## src/rtl/inst_fetch.sv

```systemverilog
// ============================================================================
// inst_fetch -- instruction-fetch stage of the OpenMIPS pipeline.
//
// Owns the program counter, drives the combinational instruction ROM and
// registers the fetched {pc, inst} pair into the IF/ID pipeline register.
// Handles stall, branch redirect and flush, inserts bubbles, and counts the
// real instructions handed to decode.
//
// Parameters:
//   RESET_PC  PC loaded on reset and first address fetched
//   NOP_INST  instruction word used for bubbles (sll $0,$0,0)
//
// Optional feature (compile-time macro INST_FETCH_ALIGN_CHECK_EN):
//   defined     -> a misaligned PC (pc[1:0] != 0) delivers a NOP slot with
//                  id_valid=1 and id_adel=1 so decode can raise AdEL.
//   not defined -> id_adel is always 0 and pc[1:0] is ignored by the ROM.
//
// Ports:
//   clk            in   1   single clock, all state on rising edge
//   rst_n          in   1   asynchronous, active-low reset
//   stall_if       in   1   hold PC (IF cannot advance)
//   stall_id       in   1   hold IF/ID register (ID cannot accept)
//   branch_flag    in   1   redirect request from ID
//   branch_target  in   32  redirect address
//   flush          in   1   pipeline flush (exception/eret)
//   flush_pc       in   32  restart address on flush
//   chip_en        out  1   ROM chip enable
//   inst_addr      out  32  ROM byte address (= current PC)
//   inst           in   32  ROM data, valid same cycle as inst_addr
//   id_pc          out  32  IF/ID: PC of instruction in decode
//   id_inst        out  32  IF/ID: instruction word
//   id_valid       out  1   IF/ID holds a real instruction (0 = bubble)
//   id_adel        out  1   IF/ID: fetch address error
//   fetch_count    out  32  instructions delivered to ID since reset
//
// Handshake: there is no ready signal back from decode; stall_id plays that
// role. A slot with id_valid=1 is consumed by decode on every rising edge
// where stall_id=0. While stall_id=1 the slot (valid or bubble) is held
// unchanged and the PC is held as well.
// ============================================================================
module inst_fetch #(
    parameter logic [31:0] RESET_PC = 32'h0000_0000,
    parameter logic [31:0] NOP_INST = 32'h0000_0000
) (
    input  logic        clk,
    input  logic        rst_n,
    input  logic        stall_if,
    input  logic        stall_id,
    input  logic        branch_flag,
    input  logic [31:0] branch_target,
    input  logic        flush,
    input  logic [31:0] flush_pc,
    output logic        chip_en,
    output logic [31:0] inst_addr,
    input  logic [31:0] inst,
    output logic [31:0] id_pc,
    output logic [31:0] id_inst,
    output logic        id_valid,
    output logic        id_adel,
    output logic [31:0] fetch_count
);

    logic        r_chip_en;
    logic [31:0] r_pc;
    logic [31:0] r_id_pc;
    logic [31:0] r_id_inst;
    logic        r_id_valid;
    logic        r_id_adel;
    logic [31:0] r_fetch_count;

    logic [31:0] w_next_pc;
    logic        w_load;
    logic        w_hold;
    logic        w_misaligned;
    logic [31:0] w_load_inst;

    // Next-PC selection. Flush beats everything; a stall on either stage
    // freezes the PC (a branch seen during the stall is dropped, ID keeps
    // branch_flag asserted until the stall clears). The PC only starts to
    // move once the ROM has been enabled for a cycle.
    always_comb begin
        w_next_pc = r_pc + 32'd4;
        if (!r_chip_en) begin
            w_next_pc = r_pc;
        end else if (flush) begin
            w_next_pc = flush_pc;
        end else if (stall_if || stall_id) begin
            w_next_pc = r_pc;
        end else if (branch_flag) begin
            w_next_pc = branch_target;
        end
    end

    // IF/ID slot control: hold only when ID is stalled and no flush is
    // pending; load only when nothing stalls; every other case is a bubble.
    assign w_hold = r_chip_en && !flush && stall_id;
    assign w_load = r_chip_en && !flush && !stall_id && !stall_if;

`ifdef INST_FETCH_ALIGN_CHECK_EN
    assign w_misaligned = (r_pc[1:0] != 2'b00);
`else
    assign w_misaligned = 1'b0;
`endif

    assign w_load_inst = w_misaligned ? NOP_INST : inst;

    always_ff @(posedge clk or negedge rst_n) begin
        if (!rst_n) begin
            r_chip_en <= 1'b0;
            r_pc      <= RESET_PC;
        end else begin
            r_chip_en <= 1'b1;
            r_pc      <= w_next_pc;
        end
    end

    always_ff @(posedge clk or negedge rst_n) begin
        if (!rst_n) begin
            r_id_pc    <= 32'h0000_0000;
            r_id_inst  <= NOP_INST;
            r_id_valid <= 1'b0;
            r_id_adel  <= 1'b0;
        end else if (w_load) begin
            r_id_pc    <= r_pc;
            r_id_inst  <= w_load_inst;
            r_id_valid <= 1'b1;
            r_id_adel  <= w_misaligned;
        end else if (!w_hold) begin
            r_id_pc    <= 32'h0000_0000;
            r_id_inst  <= NOP_INST;
            r_id_valid <= 1'b0;
            r_id_adel  <= 1'b0;
        end
    end

    // Counts every slot handed to decode, including address-error slots;
    // flush does not touch it, and it wraps naturally at 2^32.
    always_ff @(posedge clk or negedge rst_n) begin
        if (!rst_n) begin
            r_fetch_count <= 32'h0000_0000;
        end else if (w_load) begin
            r_fetch_count <= r_fetch_count + 32'd1;
        end
    end

    assign chip_en     = r_chip_en;
    assign inst_addr   = r_pc;
    assign id_pc       = r_id_pc;
    assign id_inst     = r_id_inst;
    assign id_valid    = r_id_valid;
    assign id_adel     = r_id_adel;
    assign fetch_count = r_fetch_count;

endmodule
```

## config.mk

```make
export PLATFORM = sky130hd
export DESIGN_NAME = inst_fetch
export DESIGN_NICKNAME = d
export VERILOG_FILES = /design/src/rtl/inst_fetch.sv
export SDC_FILE = /design/constraint.sdc
export NUM_CORES = 1
export LEC_CHECK = 0
export ABC_AREA = 1
export CORE_ASPECT_RATIO = 1.1
export CORE_MARGIN = 8
export CORE_UTILIZATION = 30
export DETAILED_ROUTE_END_ITERATION = 7
export GPL_TIMING_DRIVEN = 0
export PLACE_DENSITY = 0.58
export SKIP_CTS_REPAIR_TIMING = 1
export SLEW_MARGIN = 20
export SYNTH_ARGS = -nofsm -noshare
export SYNTH_HDL_FRONTEND = slang
export SYNTH_SLANG_ARGS = --single-unit
```

## constraint.sdc

```tcl
create_clock -name clk -period 1.8 [get_ports clk]
set_clock_uncertainty 0.05 [all_clocks]
set_input_delay 0.36 -clock clk [delete_from_list [all_inputs] [get_ports clk]]
set_output_delay 0.36 -clock clk [all_outputs]
set_load 0.005 [all_outputs]
```

==> results.yml <==
global_route:
  use_met2: 0.2956
  grt-ovfl-total: 0
  antenna_found_initial: 0
  first_global_vias: 6789
  top_usage_layer: "met2"
  grt_pass1_wl_um: 37610
  use_met1: 0.1976
  grt_start_max_net_pins: 74
  use_met3: 0.04823
  grtUsageTotal: 0.1691
worst_setup_path:
  critPathMaxFanout: 4
  cp-endpoint: "inst_addr[25]"
  cp-start-kind: "flop"
  reg2reg_setup_slack_ns: 0.15
  cpLargestDelayFamily: "buffers and inverters"
  arrival_ns: 1.34
  r2r_cells: 9
  reg2reg_from: "inst_addr[2]"
  critPathMaxStageDelay_ns: 0.54
  endpoint_kind: "output pin"
  crit_buf_inv: 1
  crit_chain: "clkdlybuf4s50_1"
  crit_start: "inst_addr[25]"
  cp.required_ns: 1.39
  slowest_stage: "clkdlybuf4s50_1"
  worst-path-stages: 1
  worstSetupPathType: "flop to output pin"
  worstReg2RegEnd: "inst_addr[24]"
synthesis:
  yosysUniqueCellTypes: 40
  ys_top_cells_by_area: "dfrtp_1 (47%), nand2_1 (11%), nor2_1 (5.8%)"
  seq_area_frac_synth: 0.4684
  yosysWarnings: 0
  synthesis.area_um2: 6945
  yosysTopAreaCellShare: 0.4684
  avgSynthCellArea_um2: 8.308
  postSynthCellCount: 836
  synth_fp_nets: 940
  yosysTopAreaCell: "dfrtp_1"
  synth_seq_cells: 130
sta:
  post-route-period-util: 0.9742
  fmax_mhz: 570.3
  worst_slack_ns: 0.04647
  tightest_slew_ns: 0.5514
  slew_headroom: 0.6324
  finalHoldViolCount: 0
  rsz0062_at_grt: "no"
  setup_viol: 0
  final_max_slew_viol_count: 0
  fin_setup_tns_ns: 0
  finalCriticalPeriod_ns: 1.754
clock_network:
  clock_latency_ns: 0.42
  clockRootBuffer: "clkbuf_16"
  clk_path_buf_depth: 2
  cts_sinks: 130
  numCtsBuffers: 17
  htreeDepth: 4
  clk_pin_slew_ns: 0.06
  cts_tree: "yes"
placement:
  place_area_um2: 9656
  pre_cts_slack_ns: -0.3540
  dp_hpwl_um: 18970
  routabilityCongestion: 0.8725
  portBuffers: 230
finish:
  synthToLayoutAreaGrowth_pct: 54.60
  fin_area_um2: 10740
  fillCellCount: 2275
  insertedDiodeCount: 0
  fin_nets: 1242
  drive_gt1_frac: 0.1712
power:
  vdd_ir_drop_max_v: 0.0005135
  powerDensity_nw_per_um2: 806.7
  totalPowerFinal_mw: 8.662
  cellLeakagePower_nw: 4.824
die:
  fp-row-count: 58
  die_x_um: 161.1
  dieArea_um2: 28280
  core-area_um2: 22790
  start_util: 0.3048
  die_height_um: 175.6
  ios: 233
routing:
  drtAntennaViolNets: 0
  via_count: 6902
  avgViaCountPerCell: 4.757
  drc: 0
  drtIter0Drc: 430
  post_drt_wl_per_cell_um: 16.89
  dr.pass1.iters: 5
  drt_wl_total_um: 24510
run:
  cap_violations: 0
outcome:
  status: "finished clean"
hold_path:
  min_path_type: "input pin to flop"
==> kinds of logic after synthesis <==
kind of cell,Yosys count,synth area share
other cells,2,0.001081
compound gates,131,0.1400
buf+inv,98,0.05981
fa+ha+maj,2,0.003602
flops,130,0.4684
xor+xnor,29,0.03765
simple gates,444,0.2895
==> cells in the mapped netlist <==
cell	count
nor3_1	2
xnor2_2	1
inv_1	53
or2_2	1
nor2_4	12
ha_1	2
xor2_1	16
o21ai_4	1
nand2_4	3
and3_1	1
a21oi_1	12
nor2_2	9
a221oi_1	1
conb_1	2
nand2_1	208
nand2_2	14
a32o_1	36
xnor2_1	12
a41oi_1	4
buf_4	5
nand3_2	1
nand3b_1	3
nor2_1	107
nor2_8	2
buf_1	3
a21oi_2	2
a31oi_1	6
nand3_1	75
a22o_1	19
buf_6	1
o21ai_0	39
inv_2	7
o21ai_1	3
a22oi_1	8
dfrtp_1	130
nor3_2	2
nand4_1	2
clkbuf_1	12
and2_1	2
buf_2	17
==> metal layers <==
| metal | share of wire | routed length, um | up-vias |
|---|---|---|---|
| met5 | 0 | 0 | - |
| met1 | 0.42 | 10260 | 3257 |
| li1 | - | - | 3398 |
| met4 | 0.012 | 299 | 0 |
| met2 | 0.51 | 12430 | 227 |
| met3 | 0.062 | 1518 | 20 |
==> layout make-up <==
| cell class | instances | area, um^2 | share of cell area |
|---|---|---|---|
| inverters | 60 | 225.2 | 0.02097 |
| multi-input cells | 608 | 3279 | 0.3054 |
| flip-flops and latches | 130 | 3294 | 0.3068 |
| clock buffers | 18 | 429.2 | 0.03997 |
| plain buffers | 38 | 191.4 | 0.01783 |
| clock inverters | 14 | 157.7 | 0.01468 |
| repair buffers | 283 | 2785 | 0.2594 |
| well taps | 300 | 375.4 | 0.03496 |
==> worst min path at each step <==
stage,start,end,slack (ns),cells after the start
final,flush,fetch_count[2],0.33,4
after global placement,id_valid,id_valid,0.45,2
after global routing,flush,fetch_count[2],0.36,4
after detailed placement,rst_n,id_inst[13],0.27,1
after CTS,rst_n,id_inst[13],-0.17,1
after floorplan,rst_n,chip_en,0.01,0
==> layout by cell type (no fill, tap or decap), types with 33 or more instances in the layout <==
master	count
a32o_1	36
nand3_1	75
o21ai_0	39
buf_4	56
clkdlybuf4s50_1	206
inv_1	53
nand2_1	208
nor2_1	106
dfrtp_1	97
dfrtp_2	33
==> sequential cells by signal (all words and copies together) (netlist names) <==
name,count
chip_en,1
fetch_count,32
id_inst,32
id_pc,32
id_valid,1
inst_addr,32
==> power by group <==
group,internal [mW],switching [mW]
Sequential,3.15,0.230
Combinational,0.952,0.883
Clock,2.06,1.39
Total,6.16,2.50
==> metrics by stage <==
step                  util  hold WS [ns]  cells
finish              0.4712        0.3306   1451
global placement    0.4223        0.4466   1366
global route        0.4712        0.3594   1451
floorplan                -       0.01441    836
CTS                 0.4495       -0.1746   1399
detailed placement  0.4237        0.2735   1367
Power figures use the tool's default switching activity.
